[src/rtl/mtsp_axi_pkg.sv]
// rtl/mtsp_axi_pkg.sv - burst/response/state types and beat-address helper for the AXI4 read responder
package mtsp_axi_pkg;

  typedef enum logic [1:0] {
    BURST_FIXED = 2'b00,
    BURST_INCR  = 2'b01,
    BURST_WRAP  = 2'b10
  } burst_e;

  localparam logic [1:0] RESP_OKAY   = 2'b00;
  localparam logic [1:0] RESP_SLVERR = 2'b10;
  localparam logic [1:0] RESP_DECERR = 2'b11;

  typedef enum logic {
    S_IDLE  = 1'b0,
    S_BURST = 1'b1
  } state_e;

  // Address of the beat after addr; callers zero-extend to 64 bits and truncate the result.
  // INCR aligns first so an unaligned start only affects beat 0.
  function automatic logic [63:0] next_addr(input logic [63:0] addr, input logic [2:0] size,
                                            input logic [7:0] len, input burst_e burst);
    logic [63:0] step;
    logic [63:0] wmask;
    logic [63:0] res;
    step  = 64'd1 << size;
    wmask = ((64'(len) + 64'd1) << size) - 64'd1;
    case (burst)
      BURST_FIXED: res = addr;
      BURST_WRAP:  res = (addr & ~wmask) | ((addr + step) & wmask);
      default:     res = (addr & ~(step - 64'd1)) + step;
    endcase
    return res;
  endfunction

endpackage

[src/rtl/mtsp_axi_rd_fifo.sv]
// rtl/mtsp_axi_rd_fifo.sv - 2-deep registered return FIFO with occupancy count
module mtsp_axi_rd_fifo #(
  parameter int C_WIDTH = 8
) (
  input  logic               i_clk,
  input  logic               i_rst_n,
  input  logic               i_push,
  input  logic [C_WIDTH-1:0] i_data,
  input  logic               i_pop,
  output logic [C_WIDTH-1:0] o_data,
  output logic               o_valid,
  output logic [1:0]         o_count
);

  logic [C_WIDTH-1:0] r_mem [2];
  logic               r_wr_ptr;
  logic               r_rd_ptr;
  logic [1:0]         r_count;
  logic               w_push;
  logic               w_pop;

  assign w_pop  = i_pop && (r_count != 2'd0);
  assign w_push = i_push && ((r_count != 2'd2) || w_pop);

  // Storage, pointers and count; simultaneous push and pop leave the count unchanged.
  always_ff @(posedge i_clk or negedge i_rst_n) begin
    if (!i_rst_n) begin
      r_mem[0] <= '0;
      r_mem[1] <= '0;
      r_wr_ptr <= 1'b0;
      r_rd_ptr <= 1'b0;
      r_count  <= 2'd0;
    end else begin
      if (w_push) begin
        r_mem[r_wr_ptr] <= i_data;
        r_wr_ptr        <= ~r_wr_ptr;
      end
      if (w_pop) begin
        r_rd_ptr <= ~r_rd_ptr;
      end
      case ({w_push, w_pop})
        2'b10:   r_count <= r_count + 2'd1;
        2'b01:   r_count <= r_count - 2'd1;
        default: r_count <= r_count;
      endcase
    end
  end

  assign o_data  = r_mem[r_rd_ptr];
  assign o_valid = (r_count != 2'd0);
  assign o_count = r_count;

endmodule

[src/rtl/mtsp_axi4_rd_responder.sv]
// rtl/mtsp_axi4_rd_responder.sv - AXI4 read completer serving bursts from a local synchronous SRAM
module mtsp_axi4_rd_responder
  import mtsp_axi_pkg::*;
#(
  parameter int                      C_ID_WIDTH   = 1,
  parameter int                      C_ADDR_WIDTH = 36,
  parameter int                      C_DATA_WIDTH = 512,
  parameter logic [C_ADDR_WIDTH-1:0] C_BASE_ADDR  = '0,
  parameter int                      C_MEM_AW     = 10
) (
  input  logic                    MCLK,
  input  logic                    nRST,
  input  logic [C_ID_WIDTH-1:0]   ARID,
  input  logic [C_ADDR_WIDTH-1:0] ARADDR,
  input  logic [7:0]              ARLEN,
  input  logic [2:0]              ARSIZE,
  input  logic [1:0]              ARBURST,
  input  logic                    ARVALID,
  output logic                    ARREADY,
  input  logic                    ARLOCK,
  input  logic [3:0]              ARCACHE,
  input  logic [2:0]              ARPROT,
  input  logic [3:0]              ARQOS,
  input  logic [3:0]              ARREGION,
  output logic [C_ID_WIDTH-1:0]   RID,
  output logic [C_DATA_WIDTH-1:0] RDATA,
  output logic [1:0]              RRESP,
  output logic                    RLAST,
  output logic                    RVALID,
  input  logic                    RREADY,
  output logic                    MEM_EN,
  output logic [C_MEM_AW-1:0]     MEM_ADDR,
  input  logic [C_DATA_WIDTH-1:0] MEM_RDATA
);

  localparam int LP_LB = $clog2(C_DATA_WIDTH / 8);
  localparam int LP_HI = LP_LB + C_MEM_AW;
  localparam int LP_FW = C_DATA_WIDTH + 3;

  state_e                  r_state;
  logic                    r_arready;
  logic [C_ID_WIDTH-1:0]   r_id;
  logic [C_ADDR_WIDTH-1:0] r_addr;
  logic [7:0]              r_len;
  logic [2:0]              r_size;
  burst_e                  r_burst;
  logic                    r_slverr;
  logic [8:0]              r_issued;
  logic                    r_inflight;
  logic [1:0]              r_infl_resp;
  logic                    r_infl_last;

  logic                    w_ar_hs;
  logic                    w_pop;
  logic                    w_fifo_valid;
  logic [LP_FW-1:0]        w_fifo_dout;
  logic [LP_FW-1:0]        w_fifo_din;
  logic [1:0]              w_fifo_count;
  logic [2:0]              w_occ;
  logic                    w_issue;
  logic                    w_last_beat;
  logic                    w_in_range;
  logic [1:0]              w_beat_resp;
  logic [63:0]             w_next_addr;
  logic                    w_wrap_len_ok;
  logic [63:0]             w_size_mask;
  logic                    w_wrap_misalign;
  logic                    w_req_err;
  logic                    w_unused;

  assign w_ar_hs = ARVALID && r_arready;
  assign w_pop   = w_fifo_valid && RREADY;

  // Request-level errors are decided once at acceptance and applied to every beat.
  assign w_wrap_len_ok   = (ARLEN == 8'd1) || (ARLEN == 8'd3) || (ARLEN == 8'd7) || (ARLEN == 8'd15);
  assign w_size_mask     = (64'd1 << ARSIZE) - 64'd1;
  assign w_wrap_misalign = (64'(ARADDR) & w_size_mask) != 64'd0;
  assign w_req_err       = (ARBURST == 2'b11) || (int'(ARSIZE) > LP_LB) ||
                           ((ARBURST == BURST_WRAP) && (!w_wrap_len_ok || w_wrap_misalign));

  // Base is aligned to the SRAM size, so range decode and word index come straight from address bits.
  assign w_in_range  = (r_addr >> LP_HI) == (C_BASE_ADDR >> LP_HI);
  assign w_beat_resp = r_slverr ? RESP_SLVERR : (w_in_range ? RESP_OKAY : RESP_DECERR);
  assign w_next_addr = next_addr(64'(r_addr), r_size, r_len, r_burst);
  assign w_last_beat = (r_issued == {1'b0, r_len});

  // A beat may issue only if its result is guaranteed a FIFO slot, counting the one leaving this cycle.
  assign w_occ   = {1'b0, w_fifo_count} + {2'b00, r_inflight};
  assign w_issue = (r_state == S_BURST) && (r_issued <= {1'b0, r_len}) &&
                   (w_occ < (3'd2 + {2'b00, w_pop}));

  assign MEM_EN   = w_issue && (w_beat_resp == RESP_OKAY);
  assign MEM_ADDR = r_addr[LP_LB +: C_MEM_AW];

  // Burst FSM: request latching, beat address stepping and the one-cycle SRAM return pipeline.
  always_ff @(posedge MCLK or negedge nRST) begin
    if (!nRST) begin
      r_state     <= S_IDLE;
      r_arready   <= 1'b0;
      r_id        <= '0;
      r_addr      <= '0;
      r_len       <= 8'd0;
      r_size      <= 3'd0;
      r_burst     <= BURST_FIXED;
      r_slverr    <= 1'b0;
      r_issued    <= 9'd0;
      r_inflight  <= 1'b0;
      r_infl_resp <= RESP_OKAY;
      r_infl_last <= 1'b0;
    end else begin
      r_inflight  <= w_issue;
      r_infl_resp <= w_beat_resp;
      r_infl_last <= w_last_beat;
      if (w_issue) begin
        r_addr   <= C_ADDR_WIDTH'(w_next_addr);
        r_issued <= r_issued + 9'd1;
      end
      case (r_state)
        S_IDLE: begin
          r_arready <= 1'b1;
          if (w_ar_hs) begin
            r_state   <= S_BURST;
            r_arready <= 1'b0;
            r_id      <= ARID;
            r_addr    <= ARADDR;
            r_len     <= ARLEN;
            r_size    <= ARSIZE;
            r_burst   <= burst_e'(ARBURST);
            r_slverr  <= w_req_err;
            r_issued  <= 9'd0;
          end
        end
        S_BURST: begin
          if (w_pop && w_fifo_dout[0]) begin
            r_state   <= S_IDLE;
            r_arready <= 1'b1;
          end
        end
        default: r_state <= S_IDLE;
      endcase
    end
  end

  // Error beats carry zero data but still flow through the FIFO in SRAM-beat order.
  assign w_fifo_din = {((r_infl_resp == RESP_OKAY) ? MEM_RDATA : {C_DATA_WIDTH{1'b0}}),
                       r_infl_resp, r_infl_last};

  mtsp_axi_rd_fifo #(
    .C_WIDTH (LP_FW)
  ) u_fifo (
    .i_clk   (MCLK),
    .i_rst_n (nRST),
    .i_push  (r_inflight),
    .i_data  (w_fifo_din),
    .i_pop   (w_pop),
    .o_data  (w_fifo_dout),
    .o_valid (w_fifo_valid),
    .o_count (w_fifo_count)
  );

  assign ARREADY = r_arready;
  assign RVALID  = w_fifo_valid;
  assign RDATA   = w_fifo_dout[LP_FW-1:3];
  assign RRESP   = w_fifo_dout[2:1];
  assign RLAST   = w_fifo_dout[0];
  assign RID     = r_id;

  assign w_unused = ^{ARLOCK, ARCACHE, ARPROT, ARQOS, ARREGION, w_next_addr};

endmodule

[config.mk]
export PLATFORM = sky130hd
export DESIGN_NAME = mtsp_axi4_rd_responder
export DESIGN_NICKNAME = d
export VERILOG_FILES = /design/src/rtl/mtsp_axi_pkg.sv /design/src/rtl/mtsp_axi_rd_fifo.sv /design/src/rtl/mtsp_axi4_rd_responder.sv
export SDC_FILE = /design/constraint.sdc
export NUM_CORES = 2
export LEC_CHECK = 0
export CORE_AREA = 3 3 431 433
export CTS_BUF_LIST = sky130_fd_sc_hd__clkbuf_4
export CTS_CLUSTER_DIAMETER = 200
export DETAILED_ROUTE_END_ITERATION = 10
export DIE_AREA = 0 0 434 436
export DONT_BUFFER_PORTS = 1
export GPL_ROUTABILITY_DRIVEN = 0
export PLACE_DENSITY = 0.41
export SETUP_SLACK_MARGIN = 0.15
export SYNTH_ARGS = -nofsm -noshare
export SYNTH_HDL_FRONTEND = slang
export SYNTH_SLANG_ARGS = --single-unit
[constraint.sdc]
create_clock -name MCLK -period 5.2 [get_ports MCLK]
set_clock_uncertainty 0.05 [all_clocks]
set_input_delay 1.04 -clock MCLK [delete_from_list [all_inputs] [get_ports MCLK]]
set_output_delay 1.04 -clock MCLK [all_outputs]
set_load 0.02 [all_outputs]
## Word level (Yosys, flattened, before mapping)

Cells that the tools add are included.
Widths: inputs -> output; s select.

- Register bits: 1100
- Bits of input ports: 582
- Output and inout port bits: 529

- $add $sub $neg: 11
- $lt $le $gt $ge: 6
- Equality and inequality tests: 12
- Shift-type cells: 3
- Multiplexer cells: 23
- Bitwise gates (word level): 12
- Reduce and logical (&&, ||, !) cells: 26

Operators by type and width:

| operator | count |
|---|---|
| $mux 515 | 4 |
| $bwmux 1030 | 1 |
| $demux 515 s1 | 1 |
| $mux 512 | 1 |
| $and 36x36->36 | 3 |
| $mux 36 | 3 |
| $add 36x36->36 | 2 |
| $not 36->36 | 2 |
| $pmux 36 s2 | 1 |
| $sub 36x1->36 const B | 2 |
| $and 36x64->64 | 1 |
| $reduce_bool 64->1 | 1 |
| $shl 1x3->64 const A | 1 |
| $sub 64x1->64 const B | 1 |
| $logic_not 36->1 | 1 |
| $or 36x36->36 | 1 |
| $shl 1x3->36 const A | 1 |
| $shl 9x3->36 | 1 |
| $mux 9 | 3 |
| $logic_and 1x1->1 | 10 |
| $add 8x1->9 const B | 1 |
| $add 9x1->9 const B | 1 |
| $eq 9x8->1 | 1 |
| $le 9x8->1 | 1 |
| 27 further kinds | 48 |

## Logic depth before layout (Yosys ltp)

- Word-level depth: 10
- Gate-level depth with buffers: 18

## Cells and area by module

From an unflattened synthesis, not the netlist that was laid out.

- Cells, all modules: 4191
- Area, all modules: 54736.2 um2

Modules (own cells, without submodules):

| module | instances | cells each | area an instance (um2) | seq. area each (um2) |
|---|---|---|---|---|
| mtsp_axi_rd_fifo | 1 | 2764 | 44761.7 | 25874.8 |
| mtsp_axi4_rd_responder | 1 | 1427 | 9974.6 | 1651.6 |

## Worst setup path after synthesis

Ideal clock, no wire load.

- Path kind: reg2reg
- Start point: reg r_size[1]
- End point: reg r_addr[14]
- Library setup time: 0.120 ns
- Arrival time: 3.592 ns
- Required time: 5.030 ns
- Path slack: 1.438 ns
- Cell stages (with the launch flop): 18
- Buffers on the path: 4
- Clock period less this slack: 3.762 ns
- Cell sequence: dfrtp_1 > clkbuf_2 > buf_2 > buf_1 > clkbuf_1 > nor2_1 > nand2_1 > ha_1 > inv_1 > a2111oi_0 > a21oi_1 > a211oi_1 > nand4b_2 > nor3_2 > xor2_1 > nor3_1 > a2111o_1 > and3_1

- Word-level cells in the longest chain between the ends: 9

RTL lines:

| what | line | text |
|---|---|---|
| from (decl) | mtsp_axi4_rd_responder.sv:45 | `logic [2:0] r_size;` |
| from (signal assigned) | mtsp_axi4_rd_responder.sv:103 | `r_size <= 3'd0;` |
| from (signal assigned) | mtsp_axi4_rd_responder.sv:127 | `r_size <= ARSIZE;` |
| $shl 1x3->36 or $shl 9x3->36 (tied branches) | mtsp_axi_pkg.sv:26, mtsp_axi_pkg.sv:27 |  |
| $sub 36x1->36 (on tied branches) | mtsp_axi_pkg.sv:31, mtsp_axi_pkg.sv:27 |  |
| $not 36->36 (on tied branches) | mtsp_axi_pkg.sv:31, mtsp_axi_pkg.sv:30 |  |
| $and 36x36->36 (on tied branches) | mtsp_axi_pkg.sv:31, mtsp_axi_pkg.sv:30 |  |
| $add 36x36->36 or $or 36x36->36 (tied branches) | mtsp_axi_pkg.sv:31, mtsp_axi_pkg.sv:30 |  |
| $pmux 36 s2 * | mtsp_axi_pkg.sv:28 | `case (burst)` |
| $mux 36 * | mtsp_axi4_rd_responder.sv:114 | `if (w_issue) begin` |
| $mux 36 | mtsp_axi4_rd_responder.sv:121 | `if (w_ar_hs) begin` |
| $mux 36 * | mtsp_axi4_rd_responder.sv:118 | `case (r_state)` |
| to (signal assigned) | mtsp_axi4_rd_responder.sv:115 | `r_addr <= C_ADDR_WIDTH'(w_next_addr);` |
| to (decl) | mtsp_axi4_rd_responder.sv:43 | `logic [C_ADDR_WIDTH-1:0] r_addr;` |

Mark *: on every way between the ends. The rest lies on a longest branch, timed or not.
A chain may end at the register's enable or synchronous reset.

## Worst setup path after layout

- Start point: reg r_len[4]
- End point: out MEM_EN

- Word-level cells in the longest chain between the ends: 4

RTL lines:

| what | line | text |
|---|---|---|
| from (decl) | mtsp_axi4_rd_responder.sv:44 | `logic [7:0] r_len;` |
| from (signal assigned) | mtsp_axi4_rd_responder.sv:102 | `r_len <= 8'd0;` |
| from (signal assigned) | mtsp_axi4_rd_responder.sv:126 | `r_len <= ARLEN;` |
| $le 9x8->1 | mtsp_axi4_rd_responder.sv:89 | `assign w_issue = (r_state == S_BURST) && (r_issued <= {1'b0, r_len}) &&` |
| $logic_and 1x1->1 (2 in series) | mtsp_axi4_rd_responder.sv:89 |  |
| $logic_and 1x1->1 | mtsp_axi4_rd_responder.sv:92 | `assign MEM_EN = w_issue && (w_beat_resp == RESP_OKAY);` |
| to (decl) | mtsp_axi4_rd_responder.sv:31 | `output logic MEM_EN,` |

Every way passes these cells.

==> flow_summary.ini <==
[outcome]
status = finished, final reports clean

[synthesis]
mappedNetlistNets = 5984
synth_area_per_cell_um2 = 9.43
synth_edf_count = 0
yosysTopAreaCellShare = 0.543
synthTopCellsByArea = dfrtp_1, nand2_1, mux2_2
ys_types = 85
synthFlopType = dfrtp_1
syn_inst = 5372
yosys.area.top_type = dfrtp_1
ys_ff_latch = 1100
ys_warn_count = 0
syn_area_mm2 = 0.0507
yosysSeqAreaShare = 0.543
synthArstFlopShare = 1.00

[global_route]
grt_pass1_wl_um = 282000
grtUsageTotal = 0.196
antenna_found_initial = 46
grt_pass1_vias = 41900
grt-ovfl-total = 0
grt_max_degree = 263

[die]
start_util = 0.278
die_height_um = 436
die_w_um = 434
rows = 157
die-area_mm2 = 0.189
core_mm2 = 0.182
io-pin-count = 1111

[worst_setup_path]
worstSetupPathType = flip-flop to primary output
worstPathRequired_ns = 4.11
worstSetupEndpointType = primary output
arrival_ns = 3.58
cp_max_fo = 12
cp-start-kind = flip-flop

[routing]
drt_wl_total_um = 190000
drt-initial-drc-count = 2316
wl_per_cell_um = 22.2
drcViolationCount = 0
dr.pass1.iters = 4
route.vias.total = 40700
drtAntennaViolNets = 0
via_per_inst = 4.76

[layout]
final_util = 0.345
multiInputGateArea_mm2 = 0.0215
synthToLayoutAreaGrowth_pct = 24.1
drive_gt1_frac = 0.186
nFillCells = 19100
nets = 6584
layout.area.seq_mm2 = 0.0275

[power_and_ir_drop]
vdd_drop_max_mv = 0.261
power_density_mw_per_mm2 = 411
leakagePower_nw = 27.3

[sta]
setup_viol = 0
rsz0062_at_grt = no
finalSetupTns_ns = 0
min_period_ns = 4.67
slew_headroom = 0.176
slew_violations = 0
worst_pin_slew_ns = 1.24
timing.final.ws_setup_ns = 0.525
fmax_mhz = 214
fin_crit_sh = 0.899
final_hold_viol_count = 0

[clock_network]
clock_sinks = 1100
cts_made_buffers = 346
root_buffer = clkbuf_4
clockBufferDepth = 4
cts_tree = done
clk_latency_ns = 1.23
path_clk_slew_ns = 0.06
htreeDepth = 5

[flow_run]
maxCapViolCount = 0

[worst_hold_path]
hp-class = input pin to flip-flop

[placement]
port_buffers = 0
dpl_worst_slack_ns = 0.837
dp_hpwl_um = 134000
## registers in the layout, summed over array words and instances (netlist names), 2 cells and up
register,count
r_len,8
r_burst,2
r_addr,36
r_infl_resp,2
u_fifo.r_mem,1030
r_issued,9
u_fifo.o_count,2
r_size,3
## layer usage
layer	part of all wire	vias to the layer above	routed length [um]	global-route usage
met2	0.48	1221	92200	0.328
met4	0.032	6	6000	0.0675
met3	0.071	391	13600	0.0629
met5	0.00023	-	43	0
met1	0.41	19600	78400	0.237
li1	-	19500	-	-
## worst max-delay path, stage by stage, from the launching register on
cell and delay (ns):
dfrtp_1 0.57, inv_1 0.11, ha_1 0.21, or3_1 0.39, a211oi_1 0.16, o21ai_0 0.12, nor3b_1 0.15, a211o_1 0.33
nor2_2 0.34
## worst paths after layout
check,from,to,slack (ns),cells after the start
max,r_len[4]$_DFFE_PN0P_,MEM_EN,0.53,8
max reg2reg,r_size[2]$_DFFE_PN0P_,r_addr[25]$_DFF_PN0_,0.59,15
min reg2reg,u_fifo.r_mem[29]$_DFFE_PN0P_,u_fifo.r_mem[29]$_DFFE_PN0P_,0.42,2
max in group asynchronous,nRST,u_fifo.r_rd_ptr$_DFFE_PN0P_,0.76,6
min in group asynchronous,nRST,u_fifo.r_mem[816]$_DFFE_PN0P_,0.77,2
min,MEM_RDATA[19],u_fifo.r_mem[22]$_DFFE_PN0P_,0.14,2
## layout by cell type, fill, tap and decap left out, drive strengths merged, types with 19 or more instances in the layout
cell type,count
xor2,19
nand2,1661
dfrtp,1100
buf,84
o21ai,1102
nand4,21
nor2,90
nand3,33
clkbuf,481
xnor2,25
inv,42
nor3,20
clkinv,40
a21oi,65
diode,29
dlygate4sd3,568
mux2,525
ha,30
and3,19
## cell type report
type | count | area share
flip-flops and latches | 1100 | 0.438
multi-input cells | 3836 | 0.342
repair buffers | 653 | 0.108
clock buffers | 480 | 0.0573
well taps | 2385 | 0.0475
clock inverters | 51 | 0.00440
inverters | 35 | 0.00209
diodes | 29 | 0.00115
## kinds of logic after synthesis
kind of cell               count (synthesis)  share of synthesized area
muxes                                    533                      0.118
buffers and inverters                    436                     0.0337
xor gates and xnor gates                  44                    0.00760
AOI/OAI and AO/OA                       1299                      0.138
DFF                                     1100                      0.543
and+or+nand+nor                         1929                      0.152
adders and majority gates                 31                    0.00760
## stage by stage
stage	hold WS [ns]	cell area, um2	instances	power, mW
after floorplan	0.367	50700	5372	14.9
after global placement	0.405	53200	7439	17.5
after detailed placement	0.415	53200	7439	17.4
after CTS	0.00375	62800	8538	26.3
after global routing	-0.0119	62900	8560	27.6
final	0.140	62900	8569	25.8
## synthesized netlist by cell type, types with 16 or more instances
library cell and instances:
ha_1 30, clkbuf_1 361, nand3_1 33, nand2_1 1661
and3_1 19, nor2_1 89, xnor2_1 25, nand4_1 21
mux2_2 525, o21ai_0 1095, buf_1 16, nor3_1 19
dfrtp_1 1100, inv_1 33, xor2_1 19, a21oi_1 65
## timing repair
item	4_1_cts	5_1_grt
hold buffers	568	0
gates cloned	0	1
endpoints found under the hold margin	1348	0
resized for setup	1	1
endpoints found under the setup margin	1	97
setup buffers	0	0
## where the power goes
| group | switching (mW) | internal [mW] | total, mW |
|---|---|---|---|
| Clock | 3.86 | 4.31 | 8.17 |
| Combinational | 5.57 | 2.70 | 8.27 |
| Sequential | 0.570 | 8.82 | 9.39 |
No activity file was read; power rests on OpenSTA's default activity.
